**src/rtl/fetch_unit.sv**
```systemverilog
// Instruction fetch stage: owns the PC, issues word reads to imem, buffers returned words for the decoder.
// Latency: request accept to inst_valid = memory latency + 1 cycle (response registered into the buffer).
// Backpressure: requests are credit-limited so buffered + in-flight words never exceed FIFO_DEPTH.
//
// Ports:
//   clk, rst_n                         clock, asynchronous active-low reset
//   redirect_valid, redirect_pc        execute-stage redirect (PC load + flush)
//   imem_req_valid/ready/addr          fetch request channel (valid/ready)
//   imem_rsp_valid/data                in-order read response (always accepted)
//   inst_valid/ready, instruction,     decoder-facing buffer head (valid/ready)
//   inst_pc
module fetch_unit #(
  parameter logic [31:0] RESET_PC   = 32'h0000_0000,
  parameter int          FIFO_DEPTH = 2
) (
  input  logic        clk,
  input  logic        rst_n,
  input  logic        redirect_valid,
  input  logic [31:0] redirect_pc,
  output logic        imem_req_valid,
  input  logic        imem_req_ready,
  output logic [31:0] imem_req_addr,
  input  logic        imem_rsp_valid,
  input  logic [31:0] imem_rsp_data,
  output logic        inst_valid,
  input  logic        inst_ready,
  output logic [31:0] instruction,
  output logic [31:0] inst_pc
);

  localparam int CW  = $clog2(FIFO_DEPTH + 1);
  localparam int CW1 = CW + 1;
  localparam int PW  = (FIFO_DEPTH > 1) ? $clog2(FIFO_DEPTH) : 1;

  typedef enum logic [1:0] {
    ST_RESET = 2'd0,
    ST_RUN   = 2'd1,
    ST_DRAIN = 2'd2
  } state_t;

  state_t          state_q;
  logic [31:0]     pc_q,   pc_d;
  logic [CW-1:0]   cnt_q,  cnt_d;
  logic [CW-1:0]   infl_q, infl_d;
  logic [CW-1:0]   drop_q, drop_d;
  logic [PW-1:0]   wptr_q, rptr_q;
  logic [PW-1:0]   aw_q,   ar_q;

  // Instruction buffer: word + the address it was fetched from.
  logic [31:0]     buf_dat_q [FIFO_DEPTH];
  logic [31:0]     buf_pc_q  [FIFO_DEPTH];
  // Addresses of in-flight requests, oldest first; popped by every response,
  // stale or not, so it stays aligned with the in-order memory.
  logic [31:0]     aq_q      [FIFO_DEPTH];

  logic            credit_ok;
  logic            req_acc;
  logic            rsp_acc;
  logic            rsp_drop;
  logic            push;
  logic            pop;
  logic [31:0]     redir_tgt;

  function automatic logic [PW-1:0] ptr_inc(input logic [PW-1:0] p);
    return (p == PW'(FIFO_DEPTH - 1)) ? '0 : p + 1'b1;
  endfunction

  assign redir_tgt = redirect_pc & 32'hFFFF_FFFC;

  // Every in-flight request owns a buffer slot, so the buffer can never overflow.
  assign credit_ok = ({1'b0, cnt_q} + {1'b0, infl_q}) < CW1'(FIFO_DEPTH);

  assign imem_req_valid = (state_q != ST_RESET) && !redirect_valid && credit_ok;
  assign imem_req_addr  = pc_q;

  assign req_acc  = imem_req_valid && imem_req_ready;
  // A response with nothing outstanding is illegal and simply ignored.
  assign rsp_acc  = imem_rsp_valid && (infl_q != '0);
  assign rsp_drop = rsp_acc && (drop_q != '0);
  // On redirect the buffer is flushed, so neither a push nor a pop takes effect.
  assign push     = rsp_acc && !rsp_drop && !redirect_valid;
  assign pop      = inst_valid && inst_ready && !redirect_valid;

  assign inst_valid  = (cnt_q != '0);
  assign instruction = inst_valid ? buf_dat_q[rptr_q] : 32'h0;
  assign inst_pc     = inst_valid ? buf_pc_q[rptr_q]  : 32'h0;

  always_comb begin
    pc_d   = pc_q;
    infl_d = infl_q + CW'(req_acc) - CW'(rsp_acc);
    cnt_d  = cnt_q + CW'(push) - CW'(pop);
    drop_d = drop_q - CW'(rsp_drop);
    if (req_acc) begin
      pc_d = pc_q + 32'd4;
    end
    if (redirect_valid) begin
      pc_d   = redir_tgt;
      cnt_d  = '0;
      // Everything still outstanding after this cycle's response is stale.
      drop_d = infl_d;
    end
  end

  always_ff @(posedge clk or negedge rst_n) begin
    if (!rst_n) begin
      state_q <= ST_RESET;
      pc_q    <= RESET_PC;
      cnt_q   <= '0;
      infl_q  <= '0;
      drop_q  <= '0;
      wptr_q  <= '0;
      rptr_q  <= '0;
      aw_q    <= '0;
      ar_q    <= '0;
      for (int i = 0; i < FIFO_DEPTH; i++) begin
        buf_dat_q[i] <= 32'h0;
        buf_pc_q[i]  <= 32'h0;
        aq_q[i]      <= 32'h0;
      end
    end else begin
      pc_q   <= pc_d;
      cnt_q  <= cnt_d;
      infl_q <= infl_d;
      drop_q <= drop_d;

      if (req_acc) begin
        aq_q[aw_q] <= pc_q;
        aw_q       <= ptr_inc(aw_q);
      end
      if (rsp_acc) begin
        ar_q <= ptr_inc(ar_q);
      end

      if (redirect_valid) begin
        wptr_q <= '0;
        rptr_q <= '0;
      end else begin
        if (push) begin
          buf_dat_q[wptr_q] <= imem_rsp_data;
          buf_pc_q[wptr_q]  <= aq_q[ar_q];
          wptr_q            <= ptr_inc(wptr_q);
        end
        if (pop) begin
          rptr_q <= ptr_inc(rptr_q);
        end
      end

      case (state_q)
        ST_RESET: state_q <= ST_RUN;
        ST_RUN: begin
          if (redirect_valid && (drop_d != '0)) begin
            state_q <= ST_DRAIN;
          end
        end
        ST_DRAIN: begin
          if (drop_d == '0) begin
            state_q <= ST_RUN;
          end
        end
        default: state_q <= ST_RESET;
      endcase
    end
  end

endmodule

```
**config.mk**
```make
export PLATFORM = sky130hd
export DESIGN_NAME = fetch_unit
export DESIGN_NICKNAME = d
export VERILOG_FILES = /design/src/rtl/fetch_unit.sv
export SDC_FILE = /design/constraint.sdc
export NUM_CORES = 1
export LEC_CHECK = 0
export BUFFER_PORTS_ARGS = -buffer_cell sky130_fd_sc_hd__buf_2
export CAP_MARGIN = 15
export CORE_MARGIN = 2
export CORE_UTILIZATION = 55
export CTS_BUF_LIST = sky130_fd_sc_hd__clkbuf_8
export DETAILED_ROUTE_END_ITERATION = 6
export PLACE_DENSITY = 0.89
export SLEW_MARGIN = 20
export SYNTH_ARGS = -nofsm -noshare
export SYNTH_HDL_FRONTEND = slang
export SYNTH_SLANG_ARGS = --single-unit
```
**constraint.sdc**
```tcl
create_clock -name clk -period 10.1 [get_ports clk]
set_clock_uncertainty 0.15 [all_clocks]
set_input_delay 3.03 -clock clk [delete_from_list [all_inputs] [get_ports clk]]
set_output_delay 3.03 -clock clk [all_outputs]
set_load 0.02 [all_outputs]
```
[After elaboration in Yosys (flattened, before gate mapping)]
Cells that the tools add are included.
Cells by class
  bitwise gates (word level): 5
  magnitude comparators: 7
  muxes and demuxes: 33
  reductions and logical operators: 26
  equality and inequality tests: 4
  add/sub/neg operators: 11
Operators by type and width (number)
  $mux W32: 15
  $bwmux W64: 3
  $demux W32 S1: 2
  $add A32 B3 Y32 const B: 1
  $reduce_bool A2 Y1: 8
  $logic_and A1 B1 Y1: 12
  $ge A2 B2 Y1 const B: 4
  $mux W1: 8
  $mux W2: 4
  $not A1 Y2: 4
  $pmux W2 S3: 1
  $sub A2 B1 Y2: 3
  $add A1 B1 Y1 const B: 4
  $add A2 B1 Y2: 2
  $logic_not A2 Y1: 2
  $lt A2 B1 Y1 const B: 2
  $ne A2 B2 Y1 const B: 2
  $reduce_and A2 Y1: 2
  $add A2 B2 Y3: 1
  $lt A3 B2 Y1 const B: 1
  $eq A2 B1 Y1 const B: 1
  $eq A2 B2 Y1 const B: 1
  $logic_not A1 Y1: 2
  $not A1 Y1: 1
Storage, ports and cells
  bits in registers: 236
  word-level logic and storage cells: 101

[Longest topological paths before layout]
Gate-level depths: netlist (run 1).
  depth in word-level cells: 11
  gate-level depth with buffers: 14

[Worst setup path after synthesis (run 1)]
OpenSTA, ideal clock, no wires.
  kind: input-to-output
  start: in redirect_valid
  end: out imem_req_valid
  setup slack: 2.878 ns
  arrival: 4.042 ns
  data required time: 6.920 ns
  cell stages on the path: 3
  path buffers: 2
  cells stage by stage: buf_2 clkbuf_1 nor4_1
On the way
  longest elaborated chain between the ends: 3
RTL lines
  from (decl): line 18  | input logic redirect_valid,
  $logic_not A1 Y1: line 73  | assign imem_req_valid = (state_q != ST_RESET) && !redirect_valid && credit_ok;
  $logic_and A1 B1 Y1 (2 in a row): line 73
  to (decl): line 20  | output logic imem_req_valid,
Every way passes these cells.

[Worst setup path in the final report (run 1)]
Ends and elaborated chain as after synthesis.

==> qor.yml, run 1 <==
sta:
  setup_tns_ps: 0
  post-route-period-util_pct: 70.2
  setup_viol: 0
  final_max_slew_viol_count: 0
  slew_headroom_pct: 29.2
  tightest_slew_ps: 1060
  hold_viol_final: 0
  clock.fmax_ghz: 0.141
  grt_setup_unrepaired: "no"
  layout_min_cycle_time_ps: 7090
  layout_setup_ws_ps: 3010
outcome:
  status: "finished, final reports clean"
floorplanning:
  dieHeight_um: 142
  dieArea_sq_mm: 0.0201
  core_area_sq_mm: 0.0186
  die_w_um: 142
  initial_core_util_pct: 55.9
  io_pins: 168
  rows: 50
synthesis:
  synthCells: 909
  async_flop_share_pct: 100
  yosys_register_bits: 226
  synth-edff-count: 0
  synth.yosys.seq_area_share_pct: 54.3
  synth_area_sq_mm: 0.0104
  synth.avg_cell_area_sq_um: 11.5
  synth_cell_types: 57
  ys.flop_type: "dfrtp_1"
  ys_warn_count: 0
critical_path:
  worstReg2RegEnd: "state_q[1]$_DFFE_PN0P_"
  r2r_start: "cnt_q[0]$_DFF_PN0_"
  r2r_setup_slack_ps: 5860
  cpPeakStageDelay_ps: 590
  crit_fanout: 43
  path_cells: "buf_2 -> nor4_1 -> buf_2"
  critPathLaunchType: "input port"
  crit_type: "input port to output pin"
  crit_slowest_cell: "buf_2"
  crit_arrival_ps: 3910
  crit_path_frequent_cell: "buf_2"
  worstSetupStartpoint: "redirect_valid"
  end_kind: "output pin"
  reg2regPathDepth: 13
  crit_required_ps: 6920
final_layout:
  areaGrowthSynthToFinish_pct: 16.8
  drive_gt1_share_pct: 33.5
  final_common_cell: "dfrtp_1"
  final_cell_mix: "225 x dfrtp_1, 160 x buf_2, 116 x mux2_2"
  diodes: 0
  final_nets: 1137
  fillers: 1351
  ff_latch_area_sq_mm: 0.00566
  multi_input_area_sq_mm: 0.00446
  stdcell_count: 1318
clocking:
  clock-root-buffer: "clkbuf_8"
  cts_sinks: 226
  htreeDepth: 2
  cts_resized: 0
  clockBufferDepth: 3
  cts_tree: "yes"
  cts_setup_buffers: 0
  numCtsBuffers: 37
  clk_pin_slew_ps: 60
  clk-insertion-delay-late_ps: 530
  holdBufCountCts: 0
route:
  drtIter0Drc: 434
  drc: 0
  wl_per_cell_um: 18.1
  finalWirelength_mm: 23.9
  firstDrtPassIters: 6
  drt.antenna.violating_nets: 0
  vias: 7612
  via_per_inst: 5.78
power:
  power_mw: 3.41
  ir_drop_mv: 0.137
  powerDensity_mw_per_mm2: 281
  p_leak_nw: 5.75
place:
  hpwl_mm: 14.7
  gp_congestion: 0.825
  dpl.cell_count: 1253
  dp_slack_ps: 2990
  port_buffers: 161
min_path:
  min_to: "buf_pc_q[3]$_DFFE_PN0P_"
  min_path_cells: 2
  holdCritPathClass: "flop to flop"
  worstHoldStart: "buf_pc_q[3]$_DFFE_PN0P_"
job:
  drv_cap: 0
global_routing:
  grt_pass1_vias: 7768
  gr-total-overflow: 0
  grt.total_usage_pct: 24.6
  antenna_found_initial: 0
  grt_max_degree: 141
  grt_pass1_wl_mm: 39.6
==> critical path: cells and delay by family <==
family        cells  cell delay [ps]
simple gates      1              100
buf+inv           2              780
==> sequential cells by signal, indices dropped and copies added (netlist names) <==
| register | count |
|---|---|
| aw_q | 1 |
| ar_q | 1 |
| buf_dat_q | 64 |
| cnt_q | 2 |
| imem_req_addr | 30 |
| infl_q | 2 |
| buf_pc_q | 60 |
| state_q | 2 |
| rptr_q | 1 |
| wptr_q | 1 |
| aq_q | 60 |
| drop_q | 2 |
==> per-stage QoR <==
step	util, %	cell area [sq um]	hold slack (ps)
3_3_place_gp	60.8	11300	310
2_1_floorplan	-	10400	293
6_report	65.3	12200	326
4_1_cts	64.9	12100	333
3_5_place_dp	60.8	11300	320
5_1_grt	65.3	12200	362
==> report_power, final <==
group | leakage, nW | switching (mW) | internal, mW
Combinational | 2.49 | 0.566 | 0.497
Clock | 0.416 | 0.355 | 0.458
Sequential | 2.85 | 0.253 | 1.29
Total | 5.75 | 1.17 | 2.24
==> worst max path at each step <==
stage / end / slack (ps) / depth (start not counted)
after floorplan: imem_req_valid / 2880 / 3
after global placement: imem_req_valid / 3010 / 3
after detailed placement: imem_req_valid / 2990 / 3
after CTS: imem_req_valid / 3000 / 3
after global routing: imem_req_valid / 2910 / 3
final: imem_req_valid / 3010 / 3
==> synthesized netlist by cell type (all sizes together) (3+ instances only) <==
master | instances | area, sq um
a21oi | 34 | 170
nor3 | 5 | 36.3
buf | 40 | 213
mux2i | 97 | 971
mux2 | 117 | 1320
nand3b | 3 | 22.5
inv | 14 | 52.6
nor4 | 7 | 80.1
xor2 | 7 | 61.3
nand4 | 8 | 65.1
nand2b | 3 | 26.3
nor2 | 119 | 457
nand2 | 71 | 274
a22oi | 7 | 52.6
and3 | 4 | 25.0
ha | 6 | 75.1
o21ai | 51 | 255
o211ai | 12 | 90.1
a21o | 3 | 22.5
dfrtp | 226 | 5660
xnor2 | 6 | 52.6
clkbuf | 21 | 78.8
o311ai | 6 | 52.6
a32oi | 3 | 26.3
nand3 | 19 | 113
==> per-layer routing <==
layer | routed length (um) | global-route usage [%] | vias to the layer above
met5 | 0 | 0 | -
met4 | 652 | 9.05 | 0
met3 | 1830 | 5.20 | 55
met2 | 11300 | 39.7 | 322
met1 | 10100 | 33.0 | 3754
li1 | - | - | 3481
==> kinds of logic after synthesis <==
family	Yosys count	share of synthesized area [%]
AOI/OAI and AO/OA	127	7.34
xor gates and xnor gates	13	1.09
adders and majority gates	7	0.913
buffers and inverters	75	3.30
DFF	226	54.3
muxes	214	22.0
other	1	0.0360
and+or+nand+nor	246	11.0
==> final cells by class <==
type,instances,share of cell area (%)
clock buffer,52,5.88
sequential,226,46.5
inverter,14,0.432
clock inverter,11,0.514
multi-input combinational,611,36.6
tap,234,2.41
timing repair buffer,170,7.62
No activity file was read; power rests on OpenSTA's default activity.
==> run 2: changes to the inputs <==
- ABC_AREA: not set -> 1
- clock period: 10.1 -> 6.65 ns (I/O delays scaled with it)
==> qor.yml, run 2 <==
power:
  switchingPower_mw: 1.94  # was 1.17 mW
  p_leak_nw: 6.54  # was 5.75 nW
  seqPwrFrac_pct: 44.3  # was 45.1%
  p_int_mw: 3.10  # was 2.24 mW
  powerDensity_mw_per_mm2: 400  # was 281 mW/mm^2
  p_comb_share_pct: 31.7  # was 31.1%
  p_clk_share_pct: 24.0  # was 23.8%
  ir_drop_mv: 0.174  # was 0.137 mV
  p_sw_share_pct: 38.4  # was 34.4%
final_layout:
  drive_gt1_share_pct: 16.6  # was 33.5%
  stdcell_count: 1855  # was 1318
  final_nets: 1642  # was 1137
  areaGrowthSynthToFinish_pct: 14.3  # was 16.8%
  diodes: 0  # unchanged
  regMostFlops: "buf_dat_q"  # unchanged
  top_regs: "buf_dat_q: 64 flops, aq_q: 60 flops, buf_pc_q: 60 flops"  # unchanged
  final_common_cell: "nand2_1"  # was dfrtp_1
  final_cell_mix: "574 x nand2_1, 225 x dfrtp_1, 184 x o21ai_0"  # was 225 x dfrtp_1, 160 x buf_2, 116 x mux2_2
  largest_register_ffs: 64  # unchanged
sta:
  final_max_slew_viol_count: 0  # unchanged
  post-route-period-util_pct: 75.2
  hold_viol_final: 0  # unchanged
  setup_tns_ps: 0  # unchanged
  tightest_slew_ps: 1100  # was 1060 ps
  clock.fmax_ghz: 0.200
  slew_headroom_pct: 26.8  # was 29.2%
  layout_min_cycle_time_ps: 5000
  setup_viol: 0  # unchanged
  grt_setup_unrepaired: "no"  # unchanged
synthesis:
  synthXorXnorAreaFrac_pct: 0.795  # was 1.09%
  muxShareOfSynthArea_pct: 0  # was 22.0%
  synth_commonest_cells: "574 x nand2_1, 226 x dfrtp_1, 184 x o21ai_0, 137 x inv_1, 66 x a21oi_1"  # was 226 x dfrtp_1, 117 x nor2_1, 116 x mux2_2, 97 x mux2i_1, 70 x nand2_1
  ys.flop_type: "dfrtp_1"  # unchanged
  synthCells: 1432  # was 909
  ys_top_cells_by_area: "dfrtp_1 51%, nand2_1 20%, o21ai_0 8.4%"  # was dfrtp_1 54%, mux2_2 13%, mux2i_1 9.3%
  synth-edff-count: 0  # unchanged
  synth_top_family_by_area: "simple AND/OR/NAND/NOR gates"  # was multiplexers
  ys_warn_count: 0  # unchanged
  synth_cell_types: 31  # was 57
  yosys_register_bits: 226  # unchanged
  synth.avg_cell_area_sq_um: 7.69  # was 11.5 sq um
  synth.yosys.seq_area_share_pct: 51.3  # was 54.3%
  synth_simple_gate_area_share_pct: 24.1  # was 11.0%
  async_flop_share_pct: 100  # unchanged
  synth_compound_area_share_pct: 14.3  # was 7.34%
  synthAdderAreaFrac_pct: 0.863  # was 0.913%
  synth_area_sq_mm: 0.0110  # was 0.0104 sq mm
  synth.largest_area_cell: "dfrtp_1"  # unchanged
  post-synth-top-count-cell: "nand2_1"  # was dfrtp_1
  yosysTopAreaCellShare_pct: 51.3  # was 54.3%
clocking:
  holdBufCountCts: 0  # unchanged
  clk_pin_slew_ps: 60  # about the same
  cts_setup_buffers: 0  # unchanged
  cts_sinks: 226  # unchanged
  cts_resized: 0  # unchanged
  clockBufferDepth: 3  # unchanged
  numCtsBuffers: 36  # was 37
  htreeDepth: 2  # unchanged
  cts_tree: "yes"  # unchanged
  clk-insertion-delay-late_ps: 540  # was 530 ps
  clock-root-buffer: "clkbuf_8"  # unchanged
global_routing:
  gr-total-overflow: 0  # unchanged
  grt_pass1_wl_mm: 44.7  # was 39.6 mm
  grt_pass1_vias: 9209  # was 7768
  antenna_found_initial: 0  # unchanged
  grt.total_usage_pct: 25.3  # was 24.6%
  grt_max_degree: 115  # was 141
route:
  drtIter0Drc: 801  # was 434
  vias: 9695  # was 7612
  drt.antenna.violating_nets: 0  # unchanged
  firstDrtPassIters: 6  # unchanged
  finalWirelength_mm: 26.6  # was 23.9 mm
  via_per_inst: 5.23  # was 5.78
  wl_per_cell_um: 14.4  # was 18.1 um
  drc: 0  # unchanged
critical_path:
  critPathLaunchType: "input port"  # unchanged
  cpPeakStageDelay_ps: 330  # was 590 ps
  crit_arrival_ps: 2850  # was 3910 ps
  end_kind: "output pin"  # unchanged
  reg2regPathDepth: 8  # was 13
  cp.buffers_inverters: 2  # unchanged
  crit_fanout: 39  # was 43
  cpLargestDelayFamily: "buffers and inverters"  # unchanged
  crit_type: "input port to output pin"  # unchanged
  crit_slowest_cell: "buf_2"  # unchanged
  cp_num_cells: 3  # unchanged
  path_cells: "buf_2 -> nor4_1 -> buf_2"  # unchanged
  crit_required_ps: 4510  # was 6920 ps
  crit_path_frequent_cell: "buf_2"  # unchanged
  worstReg2RegEnd: "aq_q[16]$_DFFE_PN0P_"  # was state_q[1]$_DFFE_PN0P_
  r2r_setup_slack_ps: 3380  # was 5860 ps
  r2r_start: "cnt_q[0]$_DFF_PN0_"  # unchanged
min_path:
  holdCritPathClass: "flop to flop"  # unchanged
  min_path_cells: 2  # unchanged
  worstHoldStart: "buf_dat_q[0]$_DFFE_PN0P_"  # was buf_pc_q[3]$_DFFE_PN0P_
  min_to: "buf_dat_q[0]$_DFFE_PN0P_"  # was buf_pc_q[3]$_DFFE_PN0P_
floorplanning:
  rows: 51  # was 50
  io_pins: 168  # unchanged
  dieHeight_um: 146  # was 142 um
  dieArea_sq_mm: 0.0212  # was 0.0201 sq mm
  core_area_sq_mm: 0.0196  # was 0.0186 sq mm
  initial_core_util_pct: 56.2  # was 55.9%
  die_w_um: 146  # was 142 um
outcome:
  status: "finished, final reports clean"  # unchanged
job:
  drv_cap: 0  # unchanged
place:
  hpwl_mm: 17.3  # was 14.7 mm
  dpl.cell_count: 1792  # was 1253
  port_buffers: 161  # unchanged
  gp_congestion: 0.912  # was 0.825
-- run 2: cell types whose count changed in the layout (fill, tap and decap cells not counted), sizes merged, moves of 7 or more --
cell / change
a21oi: +32
a22oi: -7
clkbuf: -8
inv: +131
mux2: -117
mux2i: -97
nand2: +504
nand3: +17
nand4: -7
nor2: -56
o21ai: +164
-- run 2: stage by stage --
stage          area, sq um  power (mW)  hold slack, ps  utilization, %  setup slack, ps
2_1_floorplan        11000        3.35             303               -             1430
3_3_place_gp         11900        3.73             315            60.5             1690
3_5_place_dp         11900        3.83             318            60.5             1620
4_1_cts              12600        5.06             335            64.3             1620
5_1_grt              12600        5.42             354            64.3             1520
6_report             12600        5.04             331            64.3             1650
-- run 2: worst register-to-register path, delay by kind of cell, from the launching register on --
kind | cells | cell delay (ps)
flip-flops | 1 | 420
adder cells (fa/ha/maj) | 1 | 460
buffers and inverters | 2 | 520
AND/OR/NAND/NOR | 4 | 1170
AO/OA/AOI/OAI | 1 | 460
-- run 2: power by group through the flow --
stage	combinational, mW	clock, mW	sequential (mW)
floorplan	1.14	0	2.21
global placement	1.51	0	2.21
detailed placement	1.59	0	2.24
CTS	1.61	1.22	2.22
global route	1.83	1.29	2.30
finish	1.60	1.21	2.23
-- run 2: how the worst max path moves through the flow --
stage                    from             end  slack [ps]
2_1_floorplan  redirect_valid  imem_req_valid        1430
6_report       redirect_valid  imem_req_valid        1650
3_5_place_dp   redirect_valid  imem_req_valid        1620
3_3_place_gp   redirect_valid  imem_req_valid        1690
4_1_cts        redirect_valid  imem_req_valid        1620
5_1_grt        redirect_valid  imem_req_valid        1520
-- run 2: layer usage --
metal  vias to the layer above  GRT usage, %  part of all wire, %
met5                         -             0                    0
met4                         0          9.07                  2.4
met3                        54          3.57                  6.1
met2                       346          40.3                   47
met1                      4552          35.8                   44
li1                       4743             -                    -
-- run 2: kinds of logic after synthesis --
| group | after synthesis |
|---|---|
| simple gates | 682 |
| buf+inv | 217 |
| other cells | 1 |
| compound gates | 289 |
| xor+xnor | 10 |
| fa+ha+maj | 7 |
| flops | 226 |
-- run 2: final cells by class --
class,count,area [sq um]
well taps,265,332
clock buffers,43,592
inverters,139,522
fillers,1646,7000
clock inverters,20,140
flip-flops and latches,226,5660
repair buffers,170,895
multi-input cells,992,4460
